<file path="config.mk">
export PLATFORM = sky130hd
export DESIGN_NAME = fetch_unit_flat
export DESIGN_NICKNAME = d
export VERILOG_FILES = /design/src/rtl/fetch_pkg.sv /design/src/rtl/fetch_if.sv /design/src/rtl/fetch_hold_buf.sv /design/src/rtl/fetch_unit.sv /design/src/flat_wrapper.sv
export SDC_FILE = /design/constraint.sdc
export NUM_CORES = 1
export LEC_CHECK = 0
export CAP_MARGIN = 20
export CORE_MARGIN = 5
export CORE_UTILIZATION = 51
export CTS_BUF_LIST = sky130_fd_sc_hd__clkbuf_8
export DETAILED_ROUTE_END_ITERATION = 12
export GPL_ROUTABILITY_DRIVEN = 0
export PLACE_DENSITY = 0.95
export RECOVER_POWER = 50
export SLEW_MARGIN = 5
export SYNTH_ARGS = -nofsm -noshare
export SYNTH_HDL_FRONTEND = slang
export SYNTH_SLANG_ARGS = --single-unit
export TNS_END_PERCENT = 50
</file>
<file path="constraint.sdc">
create_clock -name clock -period 5.2 [get_ports clock]
set_input_delay 1.56 -clock clock [delete_from_list [all_inputs] [get_ports clock]]
set_output_delay 1.56 -clock clock [all_outputs]
set_load 0.02 [all_outputs]
</file>
<file path="src/rtl/fetch_pkg.sv">
// Shared types and constants for the instruction-fetch stage.
package fetch_pkg;

    typedef enum logic [1:0] {
        FILL  = 2'd0,
        RUN   = 2'd1,
        STALL = 2'd2
    } fetch_state_t;

    localparam logic [31:0] PC_STEP   = 32'd4;
    localparam logic [31:0] INSTR_NOP = 32'h0000_0013;

endpackage

</file>
<file path="src/rtl/fetch_if.sv">
// Fetch-stage bus: control from decode, instruction-memory port and IF/ID outputs.
interface fetch_if;

    logic        stall_i;
    logic        redirect_i;
    logic [31:0] redirect_pc_i;
    logic [29:0] imem_addr_o;
    logic [31:0] imem_q_i;
    logic [31:0] if_pc_o;
    logic [31:0] if_instr_o;
    logic        if_valid_o;

    modport master (
        input  stall_i, redirect_i, redirect_pc_i, imem_q_i,
        output imem_addr_o, if_pc_o, if_instr_o, if_valid_o
    );

    modport slave (
        output stall_i, redirect_i, redirect_pc_i, imem_q_i,
        input  imem_addr_o, if_pc_o, if_instr_o, if_valid_o
    );

endinterface

</file>
<file path="src/rtl/fetch_hold_buf.sv">
// One-entry skid register that keeps a stalled instruction after the memory moves on.
module fetch_hold_buf (
    input  logic        clock,
    input  logic        rst,
    input  logic        load_i,
    input  logic        clear_i,
    input  logic [31:0] live_i,
    output logic [31:0] instr_o
);

    logic [31:0] hold_instr_q;
    logic        hold_valid_q;

    // Clear wins over load so a redirect always discards the held word.
    always_ff @(posedge clock or negedge rst) begin
        if (!rst) begin
            hold_instr_q <= '0;
            hold_valid_q <= 1'b0;
        end else if (clear_i) begin
            hold_valid_q <= 1'b0;
        end else if (load_i) begin
            hold_instr_q <= live_i;
            hold_valid_q <= 1'b1;
        end
    end

    assign instr_o = hold_valid_q ? hold_instr_q : live_i;

endmodule

</file>
<file path="src/rtl/fetch_unit.sv">
// Instruction-fetch stage: PC, memory address, and PC/instruction pairing for IF/ID.
// Optional FETCH_MISALIGN_CHECK_EN adds a registered misaligned-redirect pulse.
module fetch_unit
    import fetch_pkg::*;
#(
    parameter logic [31:0] RESET_PC = 32'h0000_0000
) (
    input  logic     clock,
    input  logic     rst,
    fetch_if.master  fif
`ifdef FETCH_MISALIGN_CHECK_EN
    ,
    output logic     fetch_misalign_o
`endif
);

    fetch_state_t state_q, state_d;
    logic [31:0]  pc_q, pc_d;
    logic [31:0]  rsp_pc_q, rsp_pc_d;
    logic         rsp_valid_q, rsp_valid_d;
    logic         hold_load, hold_clr;

    always_ff @(posedge clock or negedge rst) begin
        if (!rst) begin
            state_q     <= FILL;
            pc_q        <= RESET_PC;
            rsp_pc_q    <= RESET_PC;
            rsp_valid_q <= 1'b0;
        end else begin
            state_q     <= state_d;
            pc_q        <= pc_d;
            rsp_pc_q    <= rsp_pc_d;
            rsp_valid_q <= rsp_valid_d;
        end
    end

    always_comb begin
        state_d     = state_q;
        pc_d        = pc_q;
        rsp_pc_d    = rsp_pc_q;
        rsp_valid_d = rsp_valid_q;
        hold_load   = 1'b0;
        hold_clr    = 1'b0;
        if (fif.redirect_i) begin
            pc_d        = {fif.redirect_pc_i[31:2], 2'b00};
            rsp_valid_d = 1'b0;
            hold_clr    = 1'b1;
            state_d     = FILL;
        end else begin
            unique case (state_q)
                FILL: begin
                    rsp_pc_d    = pc_q;
                    rsp_valid_d = 1'b1;
                    pc_d        = pc_q + PC_STEP;
                    state_d     = RUN;
                end
                RUN: begin
                    if (fif.stall_i) begin
                        hold_load = 1'b1;
                        state_d   = STALL;
                    end else begin
                        rsp_pc_d = pc_q;
                        pc_d     = pc_q + PC_STEP;
                    end
                end
                STALL: begin
                    // Held word is consumed this edge; memory already has pc_q in flight.
                    if (!fif.stall_i) begin
                        hold_clr = 1'b1;
                        rsp_pc_d = pc_q;
                        pc_d     = pc_q + PC_STEP;
                        state_d  = RUN;
                    end
                end
                default: state_d = FILL;
            endcase
        end
    end

    fetch_hold_buf u_hold_buf (
        .clock   (clock),
        .rst     (rst),
        .load_i  (hold_load),
        .clear_i (hold_clr),
        .live_i  (fif.imem_q_i),
        .instr_o (fif.if_instr_o)
    );

    assign fif.imem_addr_o = pc_q[31:2];
    assign fif.if_pc_o     = rsp_pc_q;
    assign fif.if_valid_o  = rsp_valid_q & ~fif.redirect_i;

`ifdef FETCH_MISALIGN_CHECK_EN
    logic misalign_q;

    always_ff @(posedge clock or negedge rst) begin
        if (!rst) begin
            misalign_q <= 1'b0;
        end else begin
            misalign_q <= fif.redirect_i & (|fif.redirect_pc_i[1:0]);
        end
    end

    assign fetch_misalign_o = misalign_q;
`else
    logic unused_pc_lsbs;
    assign unused_pc_lsbs = ^fif.redirect_pc_i[1:0];
`endif

endmodule

</file>
<file path="src/flat_wrapper.sv">
// flat-port wrapper written by rule: the top's interface ports become plain ports
module fetch_unit_flat import fetch_pkg::*;
#(
    parameter logic [31:0] RESET_PC = 32'h0000_0000
)
  (clock, rst, fif_stall_i, fif_redirect_i, fif_redirect_pc_i, fif_imem_q_i, fif_imem_addr_o, fif_if_pc_o, fif_if_instr_o, fif_if_valid_o);
  fetch_if fif_i ();
  input  logic clock;
  input  logic rst;
  input wire logic [$bits(fif_i.stall_i)-1:0] fif_stall_i;
  input wire logic [$bits(fif_i.redirect_i)-1:0] fif_redirect_i;
  input wire logic [$bits(fif_i.redirect_pc_i)-1:0] fif_redirect_pc_i;
  input wire logic [$bits(fif_i.imem_q_i)-1:0] fif_imem_q_i;
  output wire logic [$bits(fif_i.imem_addr_o)-1:0] fif_imem_addr_o;
  output wire logic [$bits(fif_i.if_pc_o)-1:0] fif_if_pc_o;
  output wire logic [$bits(fif_i.if_instr_o)-1:0] fif_if_instr_o;
  output wire logic [$bits(fif_i.if_valid_o)-1:0] fif_if_valid_o;
  assign fif_i.stall_i = fif_stall_i;
  assign fif_i.redirect_i = fif_redirect_i;
  assign fif_i.redirect_pc_i = fif_redirect_pc_i;
  assign fif_i.imem_q_i = fif_imem_q_i;
  assign fif_imem_addr_o = fif_i.imem_addr_o;
  assign fif_if_pc_o = fif_i.if_pc_o;
  assign fif_if_instr_o = fif_i.if_instr_o;
  assign fif_if_valid_o = fif_i.if_valid_o;
  fetch_unit #(.RESET_PC(RESET_PC)) u_core (.clock(clock), .rst(rst), .fif(fif_i));
endmodule
</file>
After elaboration in Yosys (flattened, before gate mapping)

Index checks and enable logic that the tools add are counted.

Bitwise operators: 3
Shift operators: 0
Reduce and logical (&&, ||, !) cells: 10
$add $sub $neg: 1
Multiplexer cells: 20
Divide/modulo/power cells: 0
Equality and inequality tests: 6
Multiply operators: 0
$lt $le $gt $ge: 0

Operator list:

| operator                                                         | count |
|---|---|
| 32-bit two-way mux                                               | 4 |
| 32-bit one-hot mux with 2 select lines                           | 2 |
| 32-bit by 3-bit adder with 32-bit output (second input constant) | 1 |
| 1-bit two-way mux                                                | 10 |
| 2-bit two-way mux                                                | 3 |
| 3-bit != test (second input constant)                            | 2 |
| 2-bit one-hot mux with 3 select lines                            | 1 |
| 2-bit AND reduction                                              | 3 |
| 2-bit nonzero test                                               | 3 |
| 3-bit by 2-bit != test with 1-bit output (second input constant) | 1 |
| 3-bit AND reduction                                              | 1 |
| 3-bit nonzero test                                               | 1 |
| 2-bit by 1-bit == test with 1-bit output (second input constant) | 1 |
| 2-bit == test (second input constant)                            | 1 |
| 2-bit logical NOT                                                | 1 |
| 2-bit != test (second input constant)                            | 1 |
| 1-bit NOT                                                        | 2 |
| 2-bit OR reduction                                               | 1 |
| 1-bit AND                                                        | 1 |

Output and inout bits: 95
Memories kept: 0
Register bits: 100
Logic and storage cells: 46
Bits in writable memories: 0
Bits in latches: 0
Bits in read-only memories: 0
Input port bits: 68

Longest topological paths before layout

Gate-level depths: netlist of the first run.

Depth in word-level cells: 5
Depth in mapped cells: 7
Mapped depth without buffers: 6

Cells and area by module

Synthesis of the first run repeated with hierarchy kept, for this count alone.

Cells, all modules: 410
Area total of the unflattened synthesis: 4,974.8 µm²

Modules (own cells, without submodules):

| module         | seq. area each (µm²) | area an instance (µm²) | cells an instance | instances |
|---|---|---|---|---|
| fetch_unit     | 1,576.5              | 3,203.1                | 302               | 1 |
| fetch_hold_buf | 825.8                | 1,771.7                | 108               | 1 |

Least setup slack after synthesis of the first run

Ideal clock, no wire load.

Path kind: input-to-output
Start: in fif_redirect_i
End: out fif_if_valid_o
Stages: 2
Buffers on the path: 1
Arrival time: 2.067 ns
Path slack: 1.573 ns
Data required time: 3.640 ns
Cells stage by stage: clkbuf_1 -> nor2b_1

Longest elaborated chain between the ends: 2

Ends and longest elaborated chain:

| what                       | RTL line           | source |
|---|---|---|
| start: declaration         | flat_wrapper.sv:11 | `input wire logic [$bits(fif_i.redirect_i)-1:0] fif_redirect_i;` |
| 1-bit NOT (no source line) | --                 |  |
| 1-bit AND                  | fetch_unit.sv:91   | `assign fif.if_valid_o = rsp_valid_q & ~fif.redirect_i;` |
| end: declaration           | flat_wrapper.sv:17 | `output wire logic [$bits(fif_i.if_valid_o)-1:0] fif_if_valid_o;` |

No other way between the ends.

Final worst setup path of the first run

Start: in fif_redirect_i
End: reg u_core.u_hold_buf.hold_instr_q[7]

Longest elaborated chain between the ends: 3
Elaborated cells on any way between the ends: 4

Ends and longest elaborated chain:

| what                                   | RTL line             | source |
|---|---|---|
| 1-bit two-way mux                      | fetch_unit.sv:44     | `if (fif.redirect_i) begin` |
| 1-bit NOT (no source line)             | --                   |  |
| 2-bit AND reduction (no source line) * | --                   |  |
| end signal: assignment                 | fetch_hold_buf.sv:22 | `hold_instr_q <= live_i;` |
| end: declaration                       | fetch_hold_buf.sv:11 | `logic [31:0] hold_instr_q;` |

Mark *: on every way between the ends. The rest lies on a longest branch, timed or not.
A chain may end at the register's enable or synchronous reset.

==> results of run 1 <==
==> power by group through the flow <==
stage	Sequential, mW	Clock, mW	Combinational (mW)
6_report	1.20	0.469	1.22
5_1_grt	1.23	0.512	1.31
4_1_cts	1.20	0.476	1.29
3_5_place_dp	1.21	0	1.28
3_3_place_gp	1.18	0	1.23
2_1_floorplan	1.34	0	0.540
==> flip-flops by register name (all words and copies together), names as in the netlist <==
register	cells
u_core.u_hold_buf.hold_instr_q	32
u_core.u_hold_buf.hold_valid_q	1
u_core.rsp_valid_q	1
u_core.pc_q	30
u_core.fif.if_pc_o	30
u_core.state_q	2
==> through the flow <==
stage          setup slack [ns]  hold slack, ns  cell area (um2)  utilization
6_report                  0.612           0.507             6560        0.717
5_1_grt                   0.373           0.529             6560        0.717
4_1_cts                   0.749           0.512             6570        0.718
3_5_place_dp              0.785           0.491             6380        0.697
2_1_floorplan              1.57           0.453             4730            -
3_3_place_gp              0.840           0.481             6380        0.697
==> worst max-delay path, cell delays in order <==
cell and delay [ns]:
sky130_fd_sc_hd__dlygate4sd3_1 0.55, sky130_fd_sc_hd__clkbuf_1 1.05, sky130_fd_sc_hd__inv_2 0.62, sky130_fd_sc_hd__nand3_1 0.21, sky130_fd_sc_hd__buf_4 0.39, sky130_fd_sc_hd__mux2_2 0.39
==> final timing paths <==
path	to	start
min in group asynchronous	u_core.u_hold_buf.hold_instr_q[22]$_DFFE_PN0P_	rst
setup reg to reg	u_core.pc_q[13]$_DFFE_PN0P_	u_core.state_q[0]$_DFFE_PN0P_
setup / recovery	u_core.u_hold_buf.hold_instr_q[7]$_DFFE_PN0P_	fif_redirect_i
hold reg to reg	u_core.fif.if_pc_o[2]$_DFFE_PN0P_	u_core.fif.if_pc_o[2]$_DFFE_PN0P_
max in group asynchronous	u_core.state_q[0]$_DFFE_PN0P_	rst
hold / removal	u_core.fif.if_pc_o[2]$_DFFE_PN0P_	u_core.fif.if_pc_o[2]$_DFFE_PN0P_
==> layout make-up <==
type	count	area [um2]	share of cell area
clock inverter	5	38.8	0.00591
clock buffer	11	151	0.0231
timing repair buffer	162	1600	0.244
sequential	96	2400	0.366
tap	111	139	0.0212
inverter	5	18.8	0.00286
multi-input combinational	274	2210	0.337
==> per-layer routing <==
metal  global-route usage  wire length [um]  up-vias  part of all wire
met4               0.0842               265        0             0.021
li1                     -                 -     1755                 -
met3               0.0298               568       21             0.044
met1                0.270              4760     1914              0.37
met2                0.434              7290      123              0.57
met5                    0                 0        -                 0
==> logic make-up (layout without fill, tap and decap cells) <==
| kind of cell | Yosys count | after routing |
|---|---|---|
| xor gates and xnor gates | 10 | 10 |
| DFF | 96 | 96 |
| adders and majority gates | 4 | 4 |
| buffers and inverters | 27 | 183 |
| other | 1 | 2 |
| AOI/OAI and AO/OA | 64 | 64 |
| muxes | 97 | 97 |
| and+or+nand+nor | 97 | 97 |
==> cell usage in the layout (no fill, tap or decap), drive strengths merged, types with 2 or more instances in the layout <==
cell           netlist  final
clkinv               0      3
ha                   4      4
o31ai                6      6
and3                 3      3
o2111ai              5      5
xor2                 5      5
nor2                22     22
mux2i                2      2
inv                  5      6
conb                 1      2
clkdlybuf4s50        0    122
nand3               12     12
nand2               17     17
dlygate4sd3          0     35
and2b                2      2
nor2b                3      3
or3                 11     11
xnor2                5      5
a21oi                3      3
dfrtp               96     96
a31oi               16     16
o31a                 2      2
or4                  6      6
nand4                5      5
and4                 5      5
buf                 10      2
clkbuf              12     14
nand2b               4      4
a22oi                2      2
mux2                95     95
o21ai               23     23
and2                 2      2
==> metrics.txt, run 1 <==
# TYPE chip_impl_metric gauge
chip_impl_metric{name="max_fclk",unit="GHz"} 0.218
chip_impl_metric{name="core.rowCount",unit=""} 35
chip_impl_metric{name="synth-adder-area-share",unit=""} 0.0106
chip_impl_metric{name="die_width",unit="um"} 106
chip_impl_metric{name="pwr-share-clk",unit=""} 0.162
chip_impl_metric{name="critical_path_arrival",unit="ns"} 4.82
chip_impl_metric{name="cts_setup_buffers",unit=""} 0
chip_impl_info{name="clock_tree_from_tritoncts",value="done"} 1
chip_impl_metric{name="start_util",unit=""} 0.517
chip_impl_metric{name="layout_min_cycle_time",unit="ns"} 4.59
chip_impl_metric{name="cts_inserted_buffers",unit=""} 9
chip_impl_metric{name="insertedDiodeCount",unit=""} 0
chip_impl_metric{name="fp.dieArea",unit="mm2"} 0.0113
chip_impl_metric{name="dpl.hpwl",unit="um"} 9370
chip_impl_metric{name="final-setup-viol-count",unit=""} 0
chip_impl_metric{name="dp.cells",unit=""} 648
chip_impl_metric{name="skew",unit="ns"} 0.0125
chip_impl_info{name="rsz0062_at_grt",value="false"} 1
chip_impl_metric{name="worst-path-max-fanout",unit=""} 36
chip_impl_metric{name="post_synthesis_async_set_or_reset_flop_share",unit=""} 1.00
chip_impl_info{name="yosysMostFrequentCell",value="sky130_fd_sc_hd__dfrtp_1"} 1
chip_impl_metric{name="synthDistinctLibCells",unit=""} 51
chip_impl_metric{name="power.share.sequential",unit=""} 0.414
chip_impl_metric{name="clk_pin_slew_worst_paths",unit="ns"} 0.09
chip_impl_info{name="post_synth_most_frequent_cells",value="sky130_fd_sc_hd__dfrtp_1, sky130_fd_sc_hd__mux2_2, sky130_fd_sc_hd__o21ai_0"} 1
chip_impl_metric{name="cell_internal_pwr",unit="mW"} 1.86
chip_impl_metric{name="power.switching_fraction",unit=""} 0.357
chip_impl_metric{name="yosysWarningCount",unit=""} 0
chip_impl_metric{name="first_iter_violations",unit=""} 143
chip_impl_info{name="dominant_combinational_cell_family_by_area_after_synthesis",value="multiplexers"} 1
chip_impl_metric{name="number_of_h_tree_levels",unit=""} 3
chip_impl_metric{name="vdd_ir_drop_max",unit="V"} 0.000248
chip_impl_metric{name="clockBufferDepth",unit=""} 2
chip_impl_metric{name="antenna_found_initial",unit=""} 0
chip_impl_metric{name="insertion_delay",unit="ns"} 0.35
chip_impl_metric{name="postSynthAreaPerCell",unit="um2"} 11.9
chip_impl_metric{name="p_leak",unit="nW"} 2.56
chip_impl_metric{name="final_cells",unit=""} 664
chip_impl_metric{name="ratio_of_total_power_to_cell_area",unit="mW/mm2"} 440
chip_impl_metric{name="globalRoute.totalOverflow",unit=""} 0
chip_impl_info{name="cts_root_buffer",value="sky130_fd_sc_hd__clkbuf_8"} 1
chip_impl_metric{name="cts.repair.resized",unit=""} 0
chip_impl_metric{name="drt-pass1-iter-count",unit=""} 4
chip_impl_metric{name="totalNegativeSetupSlack",unit="ns"} 0
chip_impl_metric{name="io_pins",unit=""} 163
chip_impl_metric{name="tritoncts_sink_count",unit=""} 96
chip_impl_info{name="timing.hold.worst.class",value="flop to flop"} 1
chip_impl_metric{name="comb_power_share",unit=""} 0.424
chip_impl_info{name="synth.top_cells.by_area",value="sky130_fd_sc_hd__dfrtp_1, sky130_fd_sc_hd__mux2_2, sky130_fd_sc_hd__o21ai_0"} 1
chip_impl_metric{name="portBuffers",unit=""} 158
chip_impl_metric{name="fill_cells",unit=""} 639
chip_impl_metric{name="post_synth_instance_area",unit="mm2"} 0.00473
chip_impl_metric{name="drt-wirelength-per-cell",unit="um"} 19.4
chip_impl_metric{name="die_height",unit="um"} 106
chip_impl_metric{name="proportion_of_synthesized_area_in_mux_cells",unit=""} 0.230
chip_impl_metric{name="relSlewSlack",unit=""} -0.152
chip_impl_metric{name="core",unit="mm2"} 0.00915
chip_impl_info{name="result_of_the_run",value="finished, violations left"} 1
chip_impl_metric{name="drt-total-wl",unit="um"} 12900
chip_impl_metric{name="cts_hold_buf",unit=""} 0
chip_impl_metric{name="fraction_of_the_mapped_netlist_area_in_simple_logic_gates",unit=""} 0.114
chip_impl_metric{name="yosysTopAreaCellShare",unit=""} 0.508
chip_impl_metric{name="synth_xor_area_frac",unit=""} 0.0185
chip_impl_metric{name="seq_area_frac_synth",unit=""} 0.508
chip_impl_metric{name="fin_crit_sh",unit=""} 0.882
chip_impl_metric{name="min_delay_path_depth",unit=""} 1
chip_impl_metric{name="viasPerCell",unit=""} 5.74
chip_impl_metric{name="pin_count_of_the_biggest_net_entering_global_routing",unit=""} 66
chip_impl_metric{name="grt_pass1_vias",unit=""} 4168
chip_impl_metric{name="total_power",unit="mW"} 2.89
chip_impl_metric{name="grt_use_total",unit=""} 0.232
chip_impl_metric{name="drt_drc_violations_left",unit=""} 0
chip_impl_info{name="violated_checks",value="max-capacitance violations, max-slew violations"} 1
chip_impl_metric{name="finish.net_count",unit=""} 620
chip_impl_info{name="setup.worst_path.class",value="primary input to flop"} 1
chip_impl_metric{name="synth_enable_flop_cells",unit=""} 0
chip_impl_info{name="synth-main-ff-cell",value="sky130_fd_sc_hd__dfrtp_1"} 1
chip_impl_metric{name="layout_stage_area_growth_over_the_synthesis_result",unit="%"} 38.8
chip_impl_metric{name="via_count",unit=""} 3813
chip_impl_metric{name="cap_violations",unit=""} 2
chip_impl_metric{name="worstPathRequired",unit="ns"} 5.43
chip_impl_metric{name="synth.ff_latch_count",unit=""} 96
chip_impl_metric{name="layout-drive-gt1-share",unit=""} 0.222
chip_impl_metric{name="synthCells",unit=""} 396
chip_impl_metric{name="synth-compound-area-share",unit=""} 0.0908
chip_impl_info{name="worstSetupStartpointType",value="primary input"} 1
chip_impl_info{name="worstSetupEndpointType",value="flop"} 1
chip_impl_metric{name="final_max_slew_viol_count",unit=""} 99
chip_impl_metric{name="timing.reg2reg.worst_path_depth",unit=""} 6
chip_impl_info{name="synth_area_leader_cell",value="sky130_fd_sc_hd__dfrtp_1"} 1
chip_impl_metric{name="finalHoldViolCount",unit=""} 0
chip_impl_metric{name="drtAntennaViolNets",unit=""} 0
chip_impl_metric{name="total_switching_power",unit="mW"} 1.03
chip_impl_metric{name="worstMarginPinSlew",unit="ns"} 1.73
chip_impl_metric{name="ff2ff_setup_slack",unit="ns"} 2.71
chip_impl_metric{name="grt_first_pass_wirelength",unit="um"} 21200
No activity file was read; power rests on OpenSTA's default activity.
==> run 2, diff against run 1 <==
--- a/config.mk
+++ b/config.mk
@@ -17,4 +17,3 @@
 export SYNTH_ARGS = -nofsm -noshare
 export SYNTH_HDL_FRONTEND = slang
 export SYNTH_SLANG_ARGS = --single-unit
-export TNS_END_PERCENT = 50
==> results of run 2 <==
No change in the layout: final DEF, timing and power equal those of run 1.
